## src/rtl/uncached_write_buffer_pkg.sv

```systemverilog
// Shared types and constants for the uncached write buffer.
//   wbuf_entry_t : one posted store (address, size, strobes, data, valid)
//   wbuf_state_t : AXI issue FSM states
//   BURST_INCR / LEN_SINGLE : fixed AXI burst encodings for single-beat writes
//   word_match   : true when two byte addresses fall in the same 32-bit word
package uncached_write_buffer_pkg;

  localparam logic [1:0] BURST_INCR = 2'b01;
  localparam logic [7:0] LEN_SINGLE = 8'd0;

  typedef struct packed {
    logic [31:0] addr;
    logic [1:0]  size;
    logic [3:0]  wstrb;
    logic [31:0] wdata;
    logic        valid;
  } wbuf_entry_t;

  typedef enum logic [1:0] {
    StIdle,
    StSend,
    StResp
  } wbuf_state_t;

  function automatic logic word_match(input logic [31:0] a, input logic [31:0] b);
    return a[31:2] == b[31:2];
  endfunction

endpackage

```

## src/rtl/uncached_write_buffer.sv

```systemverilog
// Posted-write FIFO between the DCache uncached-store path and an AXI write port.
// Stores are accepted on req_*, issued in order as single-beat AXI writes on AW/W,
// and each entry is held until its B response so chk_conflict can stall younger
// uncached loads to the same word.
//   req_*        : store push interface (req_ready = not full)
//   chk_addr/chk_conflict : combinational word-address match against resident entries
//   empty        : no resident entries (fence/SYNC drain)
//   aw*/w*/b*    : AXI4 write address, data and response channels
module uncached_write_buffer
  import uncached_write_buffer_pkg::*;
#(
  parameter int unsigned DEPTH  = 4,
  parameter logic [3:0]  AXI_ID = 4'd1
) (
  input  logic        clk,
  input  logic        reset,
  input  logic        req_valid,
  output logic        req_ready,
  input  logic [31:0] req_addr,
  input  logic [1:0]  req_size,
  input  logic [3:0]  req_wstrb,
  input  logic [31:0] req_wdata,
  input  logic [31:0] chk_addr,
  output logic        chk_conflict,
  output logic        empty,
  output logic [3:0]  awid,
  output logic [31:0] awaddr,
  output logic [7:0]  awlen,
  output logic [2:0]  awsize,
  output logic [1:0]  awburst,
  output logic [1:0]  awlock,
  output logic [3:0]  awcache,
  output logic [2:0]  awprot,
  output logic        awvalid,
  input  logic        awready,
  output logic [3:0]  wid,
  output logic [31:0] wdata,
  output logic [3:0]  wstrb,
  output logic        wlast,
  output logic        wvalid,
  input  logic        wready,
  input  logic [3:0]  bid,
  input  logic [1:0]  bresp,
  input  logic        bvalid,
  output logic        bready
);

  localparam int unsigned PtrW = $clog2(DEPTH);
  localparam int unsigned CntW = PtrW + 1;
  localparam logic [CntW-1:0] CntFull = CntW'(DEPTH);

  wbuf_entry_t     mem_q [DEPTH];
  wbuf_entry_t     head_entry;
  logic [PtrW-1:0] head_q, tail_q;
  logic [CntW-1:0] count_q, count_d;
  logic            push, pop;

  wbuf_state_t     state_q;
  logic            aw_done_q, w_done_q;
  logic            awvalid_q, wvalid_q, bready_q;
  logic            aw_hs, w_hs, aw_fin, w_fin;

  // Full-ness uses registered count only: a pop in the same cycle does not free a slot.
  assign req_ready = (count_q != CntFull);
  assign push      = req_valid && req_ready;
  assign pop       = bvalid && bready_q;
  assign empty     = (count_q == '0);

  always_comb begin
    count_d = count_q;
    if (push && !pop) begin
      count_d = count_q + CntW'(1);
    end else if (!push && pop) begin
      count_d = count_q - CntW'(1);
    end
  end

  always_ff @(posedge clk) begin
    if (reset) begin
      head_q  <= '0;
      tail_q  <= '0;
      count_q <= '0;
      for (int i = 0; i < DEPTH; i++) begin
        mem_q[i].valid <= 1'b0;
      end
    end else begin
      count_q <= count_d;
      if (push) begin
        mem_q[tail_q] <= '{addr: req_addr, size: req_size, wstrb: req_wstrb,
                           wdata: req_wdata, valid: 1'b1};
        tail_q        <= tail_q + PtrW'(1);
      end
      if (pop) begin
        mem_q[head_q].valid <= 1'b0;
        head_q              <= head_q + PtrW'(1);
      end
    end
  end

  // The in-flight head stays valid until B, so it is covered by this match.
  always_comb begin
    chk_conflict = 1'b0;
    for (int i = 0; i < DEPTH; i++) begin
      if (mem_q[i].valid && word_match(mem_q[i].addr, chk_addr)) begin
        chk_conflict = 1'b1;
      end
    end
  end

  assign aw_hs  = awvalid_q && awready;
  assign w_hs   = wvalid_q && wready;
  assign aw_fin = aw_done_q || aw_hs;
  assign w_fin  = w_done_q || w_hs;

  always_ff @(posedge clk) begin
    if (reset) begin
      state_q   <= StIdle;
      aw_done_q <= 1'b0;
      w_done_q  <= 1'b0;
      awvalid_q <= 1'b0;
      wvalid_q  <= 1'b0;
      bready_q  <= 1'b0;
    end else begin
      case (state_q)
        StIdle: begin
          if (count_q != '0) begin
            state_q   <= StSend;
            awvalid_q <= 1'b1;
            wvalid_q  <= 1'b1;
          end
        end
        StSend: begin
          if (aw_fin && w_fin) begin
            state_q   <= StResp;
            aw_done_q <= 1'b0;
            w_done_q  <= 1'b0;
            awvalid_q <= 1'b0;
            wvalid_q  <= 1'b0;
            bready_q  <= 1'b1;
          end else begin
            if (aw_hs) begin
              aw_done_q <= 1'b1;
              awvalid_q <= 1'b0;
            end
            if (w_hs) begin
              w_done_q <= 1'b1;
              wvalid_q <= 1'b0;
            end
          end
        end
        StResp: begin
          if (bvalid) begin
            bready_q <= 1'b0;
            // count_d already accounts for the pop and any same-cycle push.
            if (count_d != '0) begin
              state_q   <= StSend;
              awvalid_q <= 1'b1;
              wvalid_q  <= 1'b1;
            end else begin
              state_q <= StIdle;
            end
          end
        end
        default: state_q <= StIdle;
      endcase
    end
  end

  assign head_entry = mem_q[head_q];

  assign awid    = AXI_ID;
  assign awaddr  = head_entry.addr;
  assign awlen   = LEN_SINGLE;
  assign awsize  = {1'b0, head_entry.size};
  assign awburst = BURST_INCR;
  assign awlock  = 2'b00;
  assign awcache = 4'b0000;
  assign awprot  = 3'b000;
  assign awvalid = awvalid_q;
  assign wid     = AXI_ID;
  assign wdata   = head_entry.wdata;
  assign wstrb   = head_entry.wstrb;
  assign wlast   = 1'b1;
  assign wvalid  = wvalid_q;
  assign bready  = bready_q;

  // B response contents and the byte offset of the check address are not needed.
  logic unused_inputs;
  assign unused_inputs = ^{bid, bresp, chk_addr[1:0], head_entry.valid};

endmodule

```

## config.mk

```make
export PLATFORM = sky130hd
export DESIGN_NAME = uncached_write_buffer
export DESIGN_NICKNAME = d
export VERILOG_FILES = /design/src/rtl/uncached_write_buffer_pkg.sv /design/src/rtl/uncached_write_buffer.sv
export SDC_FILE = /design/constraint.sdc
export NUM_CORES = 1
export LEC_CHECK = 0
export CAP_MARGIN = 25
export CORE_ASPECT_RATIO = 0.9
export CORE_MARGIN = 10
export CORE_UTILIZATION = 54
export CTS_CLUSTER_SIZE = 14
export DETAILED_ROUTE_END_ITERATION = 7
export PLACE_DENSITY = 0.87
export SYNTH_ARGS = -nofsm -noshare
export SYNTH_HDL_FRONTEND = slang
export SYNTH_SLANG_ARGS = --single-unit
```

## constraint.sdc

```tcl
create_clock -name clk -period 9.6 [get_ports clk]
set_input_delay 1.44 -clock clk [delete_from_list [all_inputs] [get_ports clk]]
set_output_delay 1.44 -clock clk [all_outputs]
set_load 0.005 [all_outputs]
```

==> metrics, run 1 <==
final critical delay including setup and external delays 5120 ps; critical path class in -> out; Worst Hold Slack 479 ps; top-count cell post-synth edfxtp_1; Global Route Usage Sum between 10% and 20%; Cells after DPL approximately 1200; top flip-flop cell by instance count after synthesis edfxtp_1; library cell used as clock root buffer clkbuf_16; top cells by area, synth edfxtp_1 64%, mux4_2 12%, xnor2_1 5.3%; number of enable-type register cells in the synthesized netlist 280; total overflow reported by the global router 0; final core utilization 66.9%; share of synthesized area occupied by flip-flops and latches 66.9%; period utilization between 50% and 60%; row cnt 54; largest net degree at the start of global routing 81; number of standard cells after synthesis slightly below 800; Cell variety after synth 37; Net count, final approximately 1100; kind of end point of the critical path primary output; first-pass GRT wire length 46900 um; buffers inserted during post-CTS setup optimization 0; post-synthesis sequential element count 300; run status completed; layout-stage area growth over the synthesis result 22.7%; count of pins on the block boundary between 200 and 250; worst IR drop on VDD 158 uV; CTS sink count 300; CTS-repair resized insts 0; core area ~0.024 mm2; required time at the endpoint of the critical path between 8000 and 9000 ps; insertion delay to the later sink of the worst-skew pair approximately 550 ps; top fanout value on the critical path 4; violation count after the first detailed-route iteration 648; number of warnings issued by yosys 0; chip height between 150 and 200 um; non-filler instance count after layout 1280; register clock-pin slew on the reported worst setup and hold paths approximately 60 ps; drc violations 0; achievable clock frequency 195 MHz; Total Die Area 0.0310 mm2; CTS Hold Bufs 0; input/output buffers ~180; final setup violation count 0; Die W 185 um; CP Launch Type primary input; antenna violations before repair 8; drt wl/cell about 24 um; vias per std cell between 5 and 6; largest area contributor in the synthesized netlist edfxtp_1; Slew headroom 40.5%; iteration count of the initial detailed-routing pass 7; total half-perimeter wirelength after legalization and detailed placement between 20000 and 25000 um; average instance area after synthesis 17.0 um2; total standard cell area after synthesis 0.0132 mm2; Least-Margin Pin Slew between 800 and 900 ps; number of H-tree levels 1; final number of hold-violating endpoints 0; effective utilization at floorplan around 55%; number of global-route vias before repair roughly 8000; worst hold-check path type reg -> reg; total wirelength of the detailed-routed design about 31000 um; WP data arrival 3680 ps; Final ANT Viol Nets 0; total power density per cell area approximately 180 mW/mm2; leading post-synthesis cells by instance count 280 x edfxtp_1, 80 x xnor2_1, 71 x and3_1; setup repair after global routing missed its margin no; post-route setup slack 4480 ps; detailed-route via count around 7500; clock tree from TritonCTS done; share of layout cells above drive strength 1 approximately 14%; Synth top area share between 60% and 70%; share of flip-flops with an asynchronous set or reset 0%; final-report max-slew violation count 0; Post-Place Worst Slack 4530 ps; number of buffers added by the clock tree synthesis step 29; Post-Route Skew roughly 24 ps; Leak Pwr between 5 and 6 nW; worst-case clock buffer depth 3; number of max-cap violations 0; final weighted congestion in routability-driven placement between 0.8 and 0.9; Post-Route Setup TNS 0 ps
-- worst paths after layout --
kind / endpoint / start / cells past startpoint / slack, ps
max: chk_conflict / chk_addr[22] / 7 / 4480
min: w_done_q$_SDFFE_PP0P_ / w_done_q$_SDFFE_PP0P_ / 2 / 480
max reg2reg: mem_q[3][33]$_DFFE_PP_ / count_q[0]$_SDFF_PP0_ / 8 / 6440
min reg2reg: w_done_q$_SDFFE_PP0P_ / w_done_q$_SDFFE_PP0P_ / 2 / 480
-- registers in the layout, indices dropped and copies added, names as in the netlist, named ones only --
signal and flops:
bready 1, awvalid 1, mem_q 284, aw_done_q 1, count_q 3, head_q 2, state_q 2, tail_q 2
w_done_q 1, wvalid 1
-- power by group --
group	switching, mW	total [mW]	internal, mW
combinational	0.139	0.288	0.149
sequential	0.0268	1.50	1.47
clock	0.465	1.10	0.635
total	0.631	2.89	2.26
-- kinds of logic (layout without fill, tap and decap cells) --
kind of cell / Yosys count / count (layout) / synth area share [%]
adder cells (fa/ha/maj): 7 / 7 / 0.666
other: 2 / 35 / 0.0571
XOR/XNOR: 126 / 126 / 8.39
AO/OA/AOI/OAI: 30 / 30 / 1.66
flip-flops: 300 / 300 / 66.9
multiplexers: 71 / 71 / 12.1
buffers and inverters: 87 / 250 / 3.39
AND/OR/NAND/NOR: 153 / 153 / 6.83
-- cell usage in the layout, fill, tap and decap left out, types with 18 or more instances in the layout --
cell type,n
clkbuf_16,29
nand4_1,25
clkdlybuf4s50_1,181
and3_1,71
conb_1,29
xor2_1,46
dfxtp_1,18
mux4_2,70
xnor2_1,80
edfxtp_1,280
-- per-layer routing --
layer / vias to the layer above / share of wire [%] / track usage (%)
met5: - / 0.042 / 0
met1: 3750 / 39 / 26.1
li1: 3310 / - / -
met2: 354 / 48 / 31.0
met4: 2 / 2.5 / 5.38
met3: 53 / 11 / 6.18
-- critical path: stages --
cell	delay (ps)
clkdlybuf4s50_1	520
xnor2_1	400
nand4_1	170
nor4_1	310
nand4_1	130
nand4_1	170
clkdlybuf4s50_1	530
-- through the flow --
stage | power, mW | cell area, um2
3_3_place_gp | 1.81 | 15100
3_5_place_dp | 1.81 | 15100
2_1_floorplan | 1.68 | 13300
5_1_grt | 2.99 | 16100
6_report | 2.89 | 16100
4_1_cts | 2.91 | 16100
-- area by class of cell --
class                           instances  area, um2
Sequential cell                       300       8820
Clock buffer                           37        756
Tap cell                              308        385
Antenna cell                            6       15.0
Multi-Input combinational cell        416       4020
Clock inverter                         14        151
Inverter                                6       22.5
Fill cell                            1620       7980
Timing Repair Buffer                  193       1970
(Power assumes the default switching activity.)
==> run 2, diff against run 1 <==
--- a/config.mk
+++ b/config.mk
@@ -8,10 +8,10 @@
 export CAP_MARGIN = 25
 export CORE_ASPECT_RATIO = 0.9
 export CORE_MARGIN = 10
-export CORE_UTILIZATION = 54
+export CORE_UTILIZATION = 48
 export CTS_CLUSTER_SIZE = 14
 export DETAILED_ROUTE_END_ITERATION = 7
-export PLACE_DENSITY = 0.87
+export PLACE_DENSITY = 0.82
 export SYNTH_ARGS = -nofsm -noshare
 export SYNTH_HDL_FRONTEND = slang
 export SYNTH_SLANG_ARGS = --single-unit
==> constraint.sdc (replaced) <==
create_clock -name clk -period 4.45 [get_ports clk]
set_input_delay 0.6675 -clock clk [delete_from_list [all_inputs] [get_ports clk]]
set_output_delay 0.6675 -clock clk [all_outputs]
set_load 0.005 [all_outputs]
==> metrics, run 2 (same netlist as run 1, synthesis figures left out) <==
WP data arrival 2910 ps (was 3680 ps); final-report max-slew violation count 0 (unchanged); P_sw 1.40 mW (was 0.631 mW); drc violations 0 (unchanged); number of buffers added by the clock tree synthesis step 31 (was 29); worst reg2reg startpoint count_q[0]$_SDFF_PP0_ (unchanged); Total Die Area 0.0344 mm2 (was 0.0310 mm2); total wirelength of the detailed-routed design 32400 um (was 30900 um); final number of hold-violating endpoints 0 (unchanged); register bank with the most flops mem_q (unchanged); R2R setup slack 1950 ps (was 6440 ps); final weighted congestion in routability-driven placement 0.857 (was 0.868); Worst Hold Path Cells 2 (unchanged); violation count after the first detailed-route iteration 603 (was 648); most common cell after layout, fill and taps aside edfxtp_1 (unchanged); worst-case reg-to-reg path depth 6 (was 8); Leak Pwr 5.50 nW (was 5.45 nW); row cnt 57 (was 54); library cell used as clock root buffer clkbuf_16 (unchanged); post-layout instance area 0.0163 mm2 (was 0.0161 mm2); total half-perimeter wirelength after legalization and detailed placement 21300 um (was 20100 um); Top Registers mem_q: 284 flops, count_q: 3 flops (unchanged); worst-path cell chain clkdlybuf4s50_1 > xnor2_1 > nand4_1 > nor4_1 > nand4_1 > nand4_1 > clkdlybuf4s50_1 (unchanged); CTS sink count 300 (unchanged); Net count, final 1070 (was 1067); Final ANT Viol Nets 0 (unchanged); antenna violations before repair 4 (was 8); CP Launch Type primary input (unchanged); setup repair after global routing missed its margin no (unchanged); number of H-tree levels 1 (unchanged); most frequent cells in the layout 280 x edfxtp_1, 181 x clkdlybuf4s50_1, 80 x xnor2_1 (unchanged); Worst Hold Slack 484 ps (was 479 ps); worst hold-check path type reg -> reg (unchanged); clock tree from TritonCTS done (unchanged); CTS Hold Bufs 0 (unchanged); peak-usage layer in the global routing report met2 (unchanged); Die W 195 um (was 185 um); Crit path largest cell delay 640 ps (was 530 ps); worst-path cell with the longest stage delay clkdlybuf4s50_1 (unchanged); period utilization 80.4%; insertion delay to the later sink of the worst-skew pair 540 ps (was 550 ps); core area 0.0270 mm2 (was 0.0241 mm2); fraction of power consumed by the clock network 39.3% (was 38.1%); number of max-cap violations 0 (unchanged); input/output buffers 181 (unchanged); met2 layer usage reported by global route 29.0% (was 31.0%); drt wl/cell 24.4 um (was 24.1 um); total power density per cell area 391 mW/mm2 (was 179 mW/mm2); Switching Share 21.9% (about the same); Slew headroom 43.1% (was 40.5%); Filler cells 2027 (was 1620); vias per std cell 5.62 (was 5.84); Multi-input gate area 0.00403 mm2 (was 0.00402 mm2); Worst Hold Launch w_done_q$_SDFFE_PP0P_ (unchanged); critical path class in -> out (unchanged); Reg-to-Reg End mem_q[2][27]$_DFFE_PP_ (was mem_q[3][33]$_DFFE_PP_); run status completed (unchanged); CTS-repair resized insts 0 (unchanged); placed standard-cell area 0.0153 mm2 (was 0.0151 mm2); layout-stage area growth over the synthesis result 23.7% (was 22.7%); iteration count of the initial detailed-routing pass 5 (was 7); GR met1 Demand/Resource 24.0% (was 26.1%); worst IR drop on VDD 355 uV (was 158 uV); largest net degree at the start of global routing 77 (was 81); Post-Place Worst Slack 939 ps (was 4530 ps); required time at the endpoint of the critical path 3780 ps (was 8160 ps); Global Route met3 Usage 5.28% (was 6.18%); count of pins on the block boundary 219 (unchanged); final setup violation count 0 (unchanged); register clock-pin slew on the reported worst setup and hold paths 60 ps (about the same); achievable clock frequency 279 MHz; detailed-route via count 7468 (was 7469); number of global-route vias before repair 7868 (was 7789); buffers inserted during post-CTS setup optimization 0 (unchanged); final core utilization 60.2% (was 66.9%); total overflow reported by the global router 0 (unchanged); worst-case clock buffer depth 3 (unchanged); end point of the most critical hold path w_done_q$_SDFFE_PP0P_ (unchanged); Least-Margin Pin Slew 854 ps (was 892 ps); first-pass GRT wire length 48700 um (was 46900 um); top fanout value on the critical path 4 (unchanged); final critical delay including setup and external delays 3580 ps; Logic pwr share 10.0% (about the same); number of flip-flops under the largest register name 284 (unchanged); Post-Route Skew 5.46 ps (was 23.8 ps); proportion of power drawn by flip-flops and latches 50.8% (was 51.9%); post-route setup slack 871 ps (was 4480 ps); kind of end point of the critical path primary output (unchanged); cell seen most often among critical-path stages nand4_1 (unchanged); share of layout cells above drive strength 1 14.7% (was 14.0%); flip-flop and latch area 0.00882 mm2 (unchanged); effective utilization at floorplan 48.7% (was 54.5%); Global Route Usage Sum 18.2% (was 19.7%); cell internal power dissipation 4.97 mW (was 2.26 mW); chip height 177 um (was 168 um)
[run 2: cell types whose count changed in the layout (fill, tap and decap cells not counted), sizes merged, moves of 2 or more]
cell      delta
clkinv       +2
diode        -5
clkinvlp     +2
clkbuf       +4
[run 2: worst max-delay path, delay by kind of cell]
| kind | cells | cell delay (ps) |
|---|---|---|
| xor gates and xnor gates | 1 | 160 |
| buffers and inverters | 2 | 1180 |
| and+or+nand+nor | 4 | 900 |
[run 2: worst max path at each step]
stage                                      from                endpoint  slack, ps  cells after the start
after floorplan           count_q[0]$_SDFF_PP0_  mem_q[1][10]$_DFFE_PP_      -2400                      5
after global placement              chk_addr[8]            chk_conflict        920                      7
after detailed placement            chk_addr[8]            chk_conflict        940                      7
after CTS                           chk_addr[6]            chk_conflict        920                      7
after global routing                chk_addr[6]            chk_conflict        680                      7
final                               chk_addr[3]            chk_conflict        870                      7
[run 2: layout make-up]
| type | instances | share of cell area, % |
|---|---|---|
| sequential | 300 | 54.2 |
| multi-input combinational | 416 | 24.8 |
| timing repair buffer | 194 | 12.1 |
| clock buffer | 41 | 5.30 |
| tap | 354 | 2.72 |
| clock inverter | 16 | 0.807 |
| inverter | 6 | 0.138 |
| antenna | 1 | 0.0154 |
[run 2: through the flow]
stage                     power [mW]  instances  setup TNS, ps
final                           6.36       1328              0
after global routing            6.59       1328              0
after CTS                       6.42       1327              0
after detailed placement        3.93       1270              0
after global placement          3.91       1269              0
after floorplan                 3.62        803        -480790
[run 2: power by group through the flow]
stage	Clock (mW)	Combinational (mW)	Sequential, mW
final	2.50	0.634	3.23
after global routing	2.66	0.684	3.24
after CTS	2.55	0.640	3.23
after detailed placement	0	0.635	3.29
after global placement	0	0.624	3.28
after floorplan	0	0.338	3.29
[run 2: routing by layer]
| layer | up-vias | part of all wire (%) |
|---|---|---|
| met5 | - | 0.14 |
| met4 | 6 | 2.3 |
| met3 | 58 | 8.9 |
| met2 | 325 | 48 |
| met1 | 3764 | 41 |
| li1 | 3315 | - |
==> RTL change 1 (config.mk and constraints of run 2) <==
`DEPTH`: 4 -> 8.
--- a/src/rtl/uncached_write_buffer.sv
+++ b/src/rtl/uncached_write_buffer.sv
@@ -9,7 +9,7 @@
 module uncached_write_buffer
   import uncached_write_buffer_pkg::*;
 #(
-  parameter int unsigned DEPTH  = 4,
+  parameter int unsigned DEPTH  = 8,
   parameter logic [3:0]  AXI_ID = 4'd1
 ) (
   input  logic        clk,
Formal check against the unedited RTL: same outputs for any inputs over 4 cycles, from zero or initial values and one cycle with reset high; that may be too few to reach the edited logic, so the function may still have changed.
==> RTL change 1 against run 2 <==
  * Sequential cell count is 288 higher
  * Via count is 81% higher
  * Power is 88% higher
  * Critical path depth is 1 higher
  * Synthesized area is 92% higher
  * Synthesized cell count is 74% higher
  * Global-route usage is 2.3 points higher
  * Routed wire length is 97% higher
  * Design area is 83% higher
  * Setup slack worse by 0.60 ns
  * Maximum frequency is 14% lower
  * Non-clock buffer count is 37 higher
==> RTL change 1: results (changes against run 2) <==
- Critical register-to-register path endpoint: mem_q[6][53]
- Crit path DAT: 3.51 ns (+0.60 ns)
- Largest net degree at the start of global routing: 56 (-27%)
- Placed cells: 2,190 (+72%)
- Fraction of layout cells with a size suffix above 1: 22.3% (+7.6 points)
- CP delay by family, top: simple AND/OR/NAND/NOR gates
- Top post-synthesis cells by area: edfxtp_1 (67%), mux4_2 (13%), xnor2_1 (5.6%), mux2_2 (3.1%), xor2_1 (2.9%)
- Wire per inst: 27.7 um (+14%)
- Total GRT Usage: 20.5% (+2.3 points)
- Leak Pwr: 9.21 nW (+68%)
- Nets: 1,681 (+57%)
- Post-synthesis xor/xnor area fraction: 8.54% (+0.16 points)
- Biggest regs: mem_q: 568 flops, count_q: 4 flops
- Mux cell area share after synthesis: 15.7% (+3.6 points)
- HP Start: aw_done_q
- Worst hold path depth: 2 (unchanged)
- Post-DP HPWL: 41.4 mm (+94%)
- Worst-case reg-to-reg path depth: 7 (+1)
- DRT iter0 DRCs: 1,515 (+150%)
- Hold_ws: 0.473 ns (-0.0105 ns)
- First-pass GRT wire length: 94.4 mm (+94%)
- Synth Area in Compound Gates: 1.02% (-0.64 points)
- Worst-Skew Late Latency: 0.64 ns (+0.10 ns)
- Initial antenna violation count: 13 (+9)
- Post-Synth Adder-Cell Area: 0.198% (-0.47 points)
- Hold Path Sink: aw_done_q
- Worst Hold Class: flip-flop to flip-flop
- Worst slew pin tran: 0.748 ns (-0.106 ns)
- EDFF count, synth: 560 (+100%)
- Outcome: completed
- Sequential share of the synthesized area: 68.9% (+2.0 points)
- CP Max Fanout: 8 (+4)
- Via count: 13,500 (+81%)
- Fin Clk Skew: 0.0208 ns (+0.0153 ns)
- Synth unique cells: 46 (+24%)
- Fill cells: 3,838 (+89%)
- Mean area per synthesized cell: 18.7 um^2 (+10%)
- H-Tree Depth: 2 (+1)
- Most common library cells after synthesis: edfxtp_1 (560), xnor2_1 (162), mux4_2 (140)
[RTL change 1: cell types whose count changed after synthesis, moves of 8 or more]
| cell | change |
|---|---|
| edfxtp_1 | +280 |
| xnor2_1 | +82 |
| and3_1 | -70 |
| mux2_2 | +70 |
| mux4_2 | +70 |
| xor2_1 | +38 |
| nand4_1 | +25 |
| buf_2 | +14 |
| nor4_1 | +14 |
| a21oi_1 | +8 |
| dfxtp_1 | +8 |
[RTL change 1: cells by family after synthesis]
| logic type | count (synthesis) |
|---|---|
| DFF | 588 |
| muxes | 211 |
| and+or+nand+nor | 148 |
| other | 2 |
| xor gates and xnor gates | 246 |
| AOI/OAI and AO/OA | 39 |
| buffers and inverters | 110 |
| adders and majority gates | 4 |
[RTL change 1: metal layers]
metal	up-vias	track usage [%]	wire, um
met2	706	32.6	30700
met4	16	7.32	2030
met1	6938	26.4	23800
met3	133	6.00	7230
met5	-	0	107
li1	5727	-	-
[RTL change 1: how the worst max path moves through the flow]
| stage | slack (ns) | from | depth (start not counted) | to |
|---|---|---|---|---|
| 4_1_cts | 0.41 | chk_addr[18] | 8 | chk_conflict |
| 5_1_grt | 0.21 | chk_addr[18] | 8 | chk_conflict |
| 3_5_place_dp | 0.43 | chk_addr[18] | 8 | chk_conflict |
| 3_3_place_gp | 0.45 | chk_addr[18] | 8 | chk_conflict |
| 2_1_floorplan | -0.34 | req_valid | 4 | mem_q[6][10] |
| 6_report | 0.27 | chk_addr[18] | 8 | chk_conflict |
[RTL change 1: power by group]
group          switching [mW]  internal [mW]
clock                    2.11           2.68
combinational           0.486          0.464
sequential             0.0620           6.16
total                    2.66           9.30
[RTL change 1: layout make-up]
class	instances	area [um^2]	area share, %
Antenna cell	4	10.0	0.0335
Multi-Input combinational cell	677	7430	24.9
Timing Repair Buffer	231	2270	7.62
Inverter	6	22.5	0.0754
Sequential cell	588	17400	58.2
Clock inverter	42	357	1.19
Tap cell	688	861	2.88
Clock buffer	69	1510	5.07
[RTL change 1: worst min-delay path, cell delays in order, from the launching register on]
cell	delay, ns
dfxtp_1	0.33
a31oi_1	0.04
nor2_1	0.07
[RTL change 1: stage by stage]
stage | total power [mW] | setup WS, ns | cell area (um^2) | setup TNS [ns]
3_3_place_gp | 7.25 | 0.454 | 28000 | 0
3_5_place_dp | 7.28 | 0.435 | 28000 | 0
2_1_floorplan | 6.83 | -0.340 | 25300 | -109.55
6_report | 12.0 | 0.268 | 29900 | 0
4_1_cts | 12.1 | 0.411 | 29900 | 0
5_1_grt | 12.3 | 0.210 | 29900 | 0
==> RTL change 2 (config.mk and constraints of run 2) <==
Made on the original files. Encoding of `wbuf_state_t`: now one-hot (3 bits for 3 states).
--- a/src/rtl/uncached_write_buffer_pkg.sv
+++ b/src/rtl/uncached_write_buffer_pkg.sv
@@ -16,10 +16,10 @@
     logic        valid;
   } wbuf_entry_t;
 
-  typedef enum logic [1:0] {
-    StIdle,
-    StSend,
-    StResp
+  typedef enum logic [2:0] {
+    StIdle = 3'b001,
+    StSend = 3'b010,
+    StResp = 3'b100
   } wbuf_state_t;
 
   function automatic logic word_match(input logic [31:0] a, input logic [31:0] b);
Function: no difference found for any inputs over 4 cycles, from zero or initial values and one cycle with reset high; so few cycles prove little.
==> RTL change 2 against run 2 <==
  * Setup slack got worse by 0.10 ns
  * Core utilization rose by 0.33 points
  * Sequential cell count increased by 1
  * Clock skew increased by 0.0040 ns
  * Worst hold slack improved by 0.022 ns
  * Synthesized area up 0.84%
  * Via count rose by 1.6%
  * Design area rose by 0.81%
  * Synthesized cell count is 1.3% higher
  * Global-route usage down 0.24 points
  * Clock power grew 3%
  * Final cell count rose by 1.1%
  * Highest routed layer unchanged
  * Routed wire length hardly changed
  * Power grew 2.3%
==> RTL change 2: results (changes against run 2) <==
- Hold_ws: 0.505 ns (+0.0218 ns)
- Largest stage delay, worst path: 0.53 ns (-0.11 ns)
- Pwr/cell area: 397 nW/um^2 (+1.5%)
- Resize count post-CTS: 0 (unchanged)
- Vias in the first global route: 7,945 (+0.98%)
- Outcome: completed
- Critical register-to-register path endpoint: mem_q[2][14]
- Sequential Power Share: 50.2% (-0.6 points)
- First-pass GRT wire length: 48.6 mm (-0.31%)
- Peak VDD IR: 343 uV (-3.4%)
- Clock power share: 39.7% (+0.4 points)
- Slowest-stage cell, CP: clkdlybuf4s50_1
- R2r setup slk: 1.49 ns (-0.46 ns)
- Internal Power: 5.09 mW (+2.5%)
- Nets: 1,085 (+1.4%)
- Post-Synth Adder-Cell Area: 0.660% (-0.0055 points)
- Routed Antenna Nets: 0 (unchanged)
- Mux cell area share after synthesis: 12.1% (+0.089 points)
- GP Congestion: 0.828 (-3.3%)
- H-Tree Depth: 1 (unchanged)
- CTS buffer count: 30 (-3.2%)
- Sequential share of the synthesized area: 66.5% (-0.40 points)
- Placed cells: 1,286 (+1.3%)
- Initial antenna violation count: 4 (unchanged)
- Fraction of layout cells with a size suffix above 1: 14.9% (+0.21 points)
- Fin crit period: 3.68 ns (+0.100 ns)
- Synth Area in Compound Gates: 2.01% (+0.34 points)
- Port Buf Inserts: 181 (unchanged)
- Relative slew margins: 41.4% (-1.6 points)
- Crit path DAT: 3.01 ns (+0.10 ns)
- Fin Clk Skew: 0.00942 ns (+0.00396 ns)
- Mean area per synthesized cell: 16.9 um^2 (-0.45%)
- Wire per inst: 24.1 um (-1.0%)
- CTS max path bufs: 3 (unchanged)
- Top post-synthesis cells by area: edfxtp_1 (63%), mux4_2 (12%), xnor2_1 (5.3%), and3_1 (3.3%), dfxtp_1 (3.2%)
- Crit path from: chk_addr[8]
- Total GRT Usage: 18.0% (-0.24 points)
- Most common library cells after synthesis: edfxtp_1 (280), xnor2_1 (80), and3_1 (71)
- Clk root buf: clkbuf_16
- Dpl cell area: 15,400 um^2 (+0.74%)
- Via count: 7,586 (+1.6%)
- Biggest regs: mem_q: 284 flops, count_q: 3 flops, state_q: 3 flops
- Leak Pwr: 5.54 nW (+0.80%)
- Largest net degree at the start of global routing: 75 (-2.6%)
- DRT iter0 DRCs: 612 (+1.5%)
- Post-DP HPWL: 21.7 mm (+1.8%)
- Routed WL: 32.4 mm (about the same)
- DR pass1 iterations: 6 (+1)
- Prevailing post-synth register cell: edfxtp_1
- HP Start: head_q[1]
- Synth unique cells: 44 (+19%)
- Post-synthesis xor/xnor area fraction: 8.32% (-0.070 points)
- Setup WS pre-CTS: 0.892 ns (-0.0471 ns)
RTL change 2: changes by cell type in the layout (fill, tap and decap cells not counted), sizes merged, moves of 2 or more:
cell,run 2,this run
buf,13,18
a21oi,12,16
clkinv,11,7
nand2,12,8
bufinv,2,5
inv,6,9
clkbuf,41,39
nor2,16,14
nor2b,1,3
o2bb2ai,0,2
o31ai,0,2
RTL change 2: final cells by class:
cell class	instances	area, um^2
Clock inverter	15	205
Timing Repair Buffer	199	1970
Tap cell	354	443
Sequential cell	301	8840
Clock buffer	39	806
Antenna cell	2	5.00
Inverter	8	30.0
Fill cell	2025	10700
Multi-Input combinational cell	424	4110
RTL change 2: per-layer routing:
| metal | global-route usage (%) | wire (um) |
|---|---|---|
| met5 | 0 | 30 |
| met4 | 3.43 | 591 |
| met3 | 4.94 | 2990 |
| met2 | 29.3 | 15700 |
| met1 | 23.8 | 13000 |
